### src/rtl/alu_cmd_issuer_pkg.sv
`timescale 1ns/1ps
// Shared types and widths for the ALU command issuer.
package alu_cmd_issuer_pkg;

  localparam int          ALU_W              = 32;
  localparam int          OP_W               = 4;
  localparam int unsigned TIMEOUT_CYCLES_DEF = 64;

  typedef enum logic [1:0] {
    ST_IDLE,
    ST_LAUNCH,
    ST_WAIT,
    ST_RESP
  } state_e;

  typedef struct packed {
    logic [ALU_W-1:0] a;
    logic [ALU_W-1:0] b;
    logic [OP_W-1:0]  op;
    logic             inc;
    logic             inv;
  } cmd_t;

endpackage

### src/rtl/alu_cmd_issuer.sv
`timescale 1ns/1ps
// Issues one command at a time to a restartable ALU and holds its result until consumed.
// Latency: LAUNCH_CYCLES + k + 1 cycles from accept to rsp_valid_o; cmd_ready_o is low until the response is taken.
module alu_cmd_issuer
  import alu_cmd_issuer_pkg::*;
#(
  parameter int unsigned TIMEOUT_CYCLES = TIMEOUT_CYCLES_DEF,
  parameter int unsigned LAUNCH_CYCLES  = 1
) (
  input  logic             clk_i,
  input  logic             rst_ni,
  input  logic             cmd_valid_i,
  output logic             cmd_ready_o,
  input  logic [ALU_W-1:0] cmd_a_i,
  input  logic [ALU_W-1:0] cmd_b_i,
  input  logic [OP_W-1:0]  cmd_aluop_i,
  input  logic             cmd_inc_i,
  input  logic             cmd_inv_i,
  output logic [ALU_W-1:0] alu_a_o,
  output logic [ALU_W-1:0] alu_b_o,
  output logic [OP_W-1:0]  alu_aluop_o,
  output logic             alu_output_inc_o,
  output logic             alu_output_inverted_o,
  output logic             alu_rst_o,
  input  logic             alu_done_i,
  input  logic [ALU_W-1:0] alu_res_high_i,
  input  logic [ALU_W-1:0] alu_res_low_i,
  output logic             rsp_valid_o,
  input  logic             rsp_ready_i,
  output logic [ALU_W-1:0] rsp_high_o,
  output logic [ALU_W-1:0] rsp_low_o,
  output logic             rsp_timeout_o
);

  localparam int CNT_W  = $clog2(TIMEOUT_CYCLES + 1);
  localparam int LCNT_W = $clog2(LAUNCH_CYCLES + 1);

  localparam logic [CNT_W-1:0]  CNT_LAST   = CNT_W'(TIMEOUT_CYCLES - 1);
  localparam logic [CNT_W-1:0]  CNT_MAX    = CNT_W'(TIMEOUT_CYCLES);
  localparam logic [LCNT_W-1:0] LCNT_LAST  = LCNT_W'(LAUNCH_CYCLES - 1);

  state_e             state_q, state_d;
  logic [LCNT_W-1:0]  lcnt_q, lcnt_d;
  logic [CNT_W-1:0]   cnt_q, cnt_d;
  cmd_t               cmd_q, cmd_d;
  logic [ALU_W-1:0]   rsp_high_q, rsp_high_d;
  logic [ALU_W-1:0]   rsp_low_q, rsp_low_d;
  logic               rsp_to_q, rsp_to_d;

  always_ff @(posedge clk_i or negedge rst_ni) begin
    if (!rst_ni) begin
      state_q    <= ST_IDLE;
      lcnt_q     <= '0;
      cnt_q      <= '0;
      cmd_q      <= '0;
      rsp_high_q <= '0;
      rsp_low_q  <= '0;
      rsp_to_q   <= 1'b0;
    end else begin
      state_q    <= state_d;
      lcnt_q     <= lcnt_d;
      cnt_q      <= cnt_d;
      cmd_q      <= cmd_d;
      rsp_high_q <= rsp_high_d;
      rsp_low_q  <= rsp_low_d;
      rsp_to_q   <= rsp_to_d;
    end
  end

  always_comb begin
    state_d    = state_q;
    lcnt_d     = lcnt_q;
    cnt_d      = cnt_q;
    cmd_d      = cmd_q;
    rsp_high_d = rsp_high_q;
    rsp_low_d  = rsp_low_q;
    rsp_to_d   = rsp_to_q;
    case (state_q)
      ST_IDLE: begin
        if (cmd_valid_i) begin
          cmd_d   = '{a: cmd_a_i, b: cmd_b_i, op: cmd_aluop_i, inc: cmd_inc_i, inv: cmd_inv_i};
          lcnt_d  = '0;
          state_d = ST_LAUNCH;
        end
      end
      ST_LAUNCH: begin
        if (lcnt_q == LCNT_LAST) begin
          cnt_d   = '0;
          state_d = ST_WAIT;
        end else begin
          lcnt_d = lcnt_q + LCNT_W'(1);
        end
      end
      ST_WAIT: begin
        if (cnt_q != CNT_MAX) cnt_d = cnt_q + CNT_W'(1);
        // cnt_q == 0 is the settle cycle right after restart; done is not trusted there.
        if (alu_done_i && (cnt_q != '0)) begin
          rsp_high_d = alu_res_high_i;
          rsp_low_d  = alu_res_low_i;
          rsp_to_d   = 1'b0;
          state_d    = ST_RESP;
        end else if (cnt_q >= CNT_LAST) begin
          rsp_high_d = '0;
          rsp_low_d  = '0;
          rsp_to_d   = 1'b1;
          state_d    = ST_RESP;
        end
      end
      ST_RESP: begin
        if (rsp_ready_i) state_d = ST_IDLE;
      end
      default: state_d = ST_IDLE;
    endcase
  end

  assign cmd_ready_o           = (state_q == ST_IDLE);
  assign alu_rst_o             = (state_q == ST_LAUNCH);
  assign rsp_valid_o           = (state_q == ST_RESP);
  assign alu_a_o               = cmd_q.a;
  assign alu_b_o               = cmd_q.b;
  assign alu_aluop_o           = cmd_q.op;
  assign alu_output_inc_o      = cmd_q.inc;
  assign alu_output_inverted_o = cmd_q.inv;
  assign rsp_high_o            = rsp_high_q;
  assign rsp_low_o             = rsp_low_q;
  assign rsp_timeout_o         = rsp_to_q;

endmodule
### config.mk
export PLATFORM = sky130hd
export DESIGN_NAME = alu_cmd_issuer
export DESIGN_NICKNAME = d
export VERILOG_FILES = /design/src/rtl/alu_cmd_issuer_pkg.sv /design/src/rtl/alu_cmd_issuer.sv
export SDC_FILE = /design/constraint.sdc
export NUM_CORES = 1
export LEC_CHECK = 0
export BUFFER_PORTS_ARGS = -buffer_cell sky130_fd_sc_hd__buf_2
export CAP_MARGIN = 20
export CORE_ASPECT_RATIO = 1.75
export CORE_MARGIN = 2
export CORE_UTILIZATION = 41
export CTS_CLUSTER_DIAMETER = 40
export DETAILED_ROUTE_END_ITERATION = 12
export PLACE_DENSITY = 0.82
export SETUP_SLACK_MARGIN = 0.2
export SYNTH_ARGS = -nofsm -noshare
export SYNTH_HDL_FRONTEND = slang
export SYNTH_SLANG_ARGS = --single-unit
### constraint.sdc
create_clock -name clk_i -period 1.6 [get_ports clk_i]
set_input_delay 0.32 -clock clk_i [delete_from_list [all_inputs] [get_ports clk_i]]
set_output_delay 0.32 -clock clk_i [all_outputs]
set_load 0.1 [all_outputs]
==> flow_metrics.tcl <==
set metrics [dict create \
    worstMarginPinSlew_ns 0.351 \
    yosysWarningCount 0 \
    routedWlPerCell_um 21.9 \
    syn_nets 504 \
    synth_edf_count 0 \
    synth.area.top_cells "dfrtp_1 65%, mux2_2 14%, a22o_1 9.3%" \
    async_reset_ff_share_pct 100 \
    yosys-top-cells-count "144 x dfrtp_1, 71 x mux2_2, 59 x a22o_1, 9 x inv_1" \
    cts_tree "done" \
    wirelength_mm 19.6 \
    slowest_delay_ns 0.41 \
    die_area_sq_um 14500 \
    max-slew-margin-rel_pct 76.6 \
    synth_ff_type "dfrtp_1" \
    fin_util_pct 74.6 \
    initial_core_util_pct 41.6 \
    path_max_fanout 8 \
    cts_buffers 17 \
    cp.arrival_ns 1.97 \
    synth_area_sq_um 5530 \
    nets 850 \
    port_buffers 276 \
    ys_ff_latch 144 \
    clk_pin_slew_worst_paths_ns 0.07 \
    grt_overflow_total 0 \
    antenna_found_initial 0 \
    violations "setup timing" \
    finalCriticalPeriod_ns 1.67 \
    placed_cell_area_sq_um 7400 \
    grt_max_degree 56 \
    die_h_um 158 \
    crit_type "flop to flop" \
    startpoint_type "flop" \
    grtUsageTotal_pct 23.7 \
    drtAntennaViolNets 0 \
    clkSinkCount 144 \
    rows 56 \
    fmax_ghz 0.598 \
    yosysSeqAreaShare_pct 65.1 \
    netlist_instances 359 \
    finalHoldViolCount 0 \
    end_kind "flop" \
    dieWidth_um 91.8 \
    dr.pass1.iters 4 \
    avgSynthCellArea_sq_um 15.4 \
    dp_hpwl_mm 10.6 \
    hold_class "input pin to flop" \
    ctsHtreeMaxLevel 4 \
    grt_pass1_vias 4967 \
    drc 0 \
    slew_viol_final 0 \
    period_share_pct 105 \
    drive_gt1_share_pct 68.7 \
    synth.most_common_cell "dfrtp_1" \
    drv_cap 0 \
    synth_cell_type_count 33 \
    setup_ws_ns -0.0726 \
    status "finished, violations left" \
    antennaDiodeCount 0 \
    clock_latency_ns 0.42 \
    viasPerCell 5.31 \
    crit_chain "inv_1, ha_2, buf_4, a31oi_4, buf_12, clkbuf_16, a22o_4" \
    skew_ns 0.0116 \
    drt_iter0_drc 167 \
    grt_pass1_wl_mm 26.4 \
    synth_top_area_share_pct 65.1 \
    gp_congestion 0.826 \
    routed-via-count 4735 \
    rsz0062_at_grt "yes" \
    slowest_stage "dfrtp_1" \
    clockBufferDepth 2 \
    cp_data_required_time_ns 1.90 \
    finalSetupViolCount 64 \
    synth_area_leader_cell "dfrtp_1" \
    coreArea_sq_um 13300 \
    area_growth_pct 79.4 \
    finalInstanceArea_sq_um 9930 \
    root_buffer "clkbuf_16" \
    ios 277 \
]
[layer usage]
layer  track usage (%)  wire, um  share of wire (%)  up-vias
met3              4.19       927                4.7       58
met5                 0         0                  0        -
met4              14.6       840                4.3        0
li1                  -         -                  -     2030
met1              25.6      6830                 35     2395
met2              42.8     11000                 56      252
[repair_timing]
item / CTS / global route
gates resized for setup: 298 / 110
pin swaps: 24 / 18
endpoints found under the hold margin: 29 / 0
buffers inserted: 19 / 9
cloned: 5 / 9
hold buffers: 1 / 0
endpoints found under the setup margin: 281 / 214
[sequential cells by signal (all words and copies together) (netlist names)]
| signal | flops |
|---|---|
| rsp_high_o | 32 |
| rsp_timeout_o | 1 |
| alu_a_o | 32 |
| alu_aluop_o | 4 |
| alu_b_o | 32 |
| rsp_low_o | 32 |
| cnt_q | 7 |
| state_q | 2 |
| alu_output_inc_o | 1 |
| alu_output_inverted_o | 1 |
[logic make-up after synthesis]
family	synth area share [%]
muxes	14.5
buffers and inverters	3.53
and+or+nand+nor	2.28
AOI/OAI and AO/OA	13.1
xor gates and xnor gates	0.158
adders and majority gates	1.36
DFF	65.1
[worst max-delay path: cells and delay by family, from the launching register on]
family	cells	cell delay (ns)
buf+inv	4	0.57
flops	1	0.41
fa+ha+maj	1	0.25
compound gates	2	0.32
[metrics by stage]
stage	setup TNS (ns)	setup slack [ns]	hold WS (ns)	std cells
2_1_floorplan	-1.38	-0.0259	0.0244	359
6_report	-2.58	-0.0726	0.126	892
4_1_cts	-0.879	-0.0526	0.108	874
5_1_grt	-7.77	-0.150	0.113	892
3_3_place_gp	0	0.0508	0.226	817
3_5_place_dp	-0.0250	-0.0165	0.233	817
[final cells by class]
type                            instances  area (sq um)
Sequential cell                       144          3610
Fill cell                             750          3390
Timing Repair Buffer                  347          3190
Multi-Input combinational cell        186          2270
Clock buffer                           19           443
Tap cell                              174           218
Clock inverter                         13           150
Inverter                                9          41.3
[layout by cell type, fill, tap and decap left out, types with 3 or more instances in the layout]
| cell type | netlist | final |
|---|---|---|
| buf_12 | 0 | 15 |
| buf_16 | 0 | 4 |
| a31oi_4 | 0 | 3 |
| inv_6 | 0 | 5 |
| dfrtp_2 | 0 | 3 |
| nand3_1 | 6 | 4 |
| a22o_4 | 1 | 4 |
| buf_8 | 6 | 9 |
| clkinv_4 | 0 | 3 |
| buf_2 | 6 | 137 |
| inv_4 | 0 | 3 |
| mux2_4 | 0 | 71 |
| a21oi_2 | 0 | 3 |
| buf_4 | 0 | 38 |
| inv_1 | 9 | 6 |
| ha_4 | 0 | 4 |
| buf_6 | 1 | 139 |
| a22o_1 | 59 | 59 |
| clkbuf_16 | 0 | 21 |
| dfrtp_1 | 144 | 141 |
[final timing paths]
check | start | end | slack [ns] | cells after the start
max | cnt_q[1] | rsp_low_o[2] | -0.07 | 7
min | alu_res_high_i[5] | rsp_high_o[5] | 0.13 | 2
max reg2reg | cnt_q[1] | rsp_low_o[2] | -0.07 | 7
min reg2reg | rsp_high_o[27] | rsp_high_o[27] | 0.51 | 1
max in group asynchronous | rst_ni | state_q[0] | 0.62 | 3
min in group asynchronous | rst_ni | alu_a_o[12] | 0.43 | 2
Power is left out: the tool's default activity adds up to more than one toggle a clock period on the data nets, which glitch-free logic cannot reach.
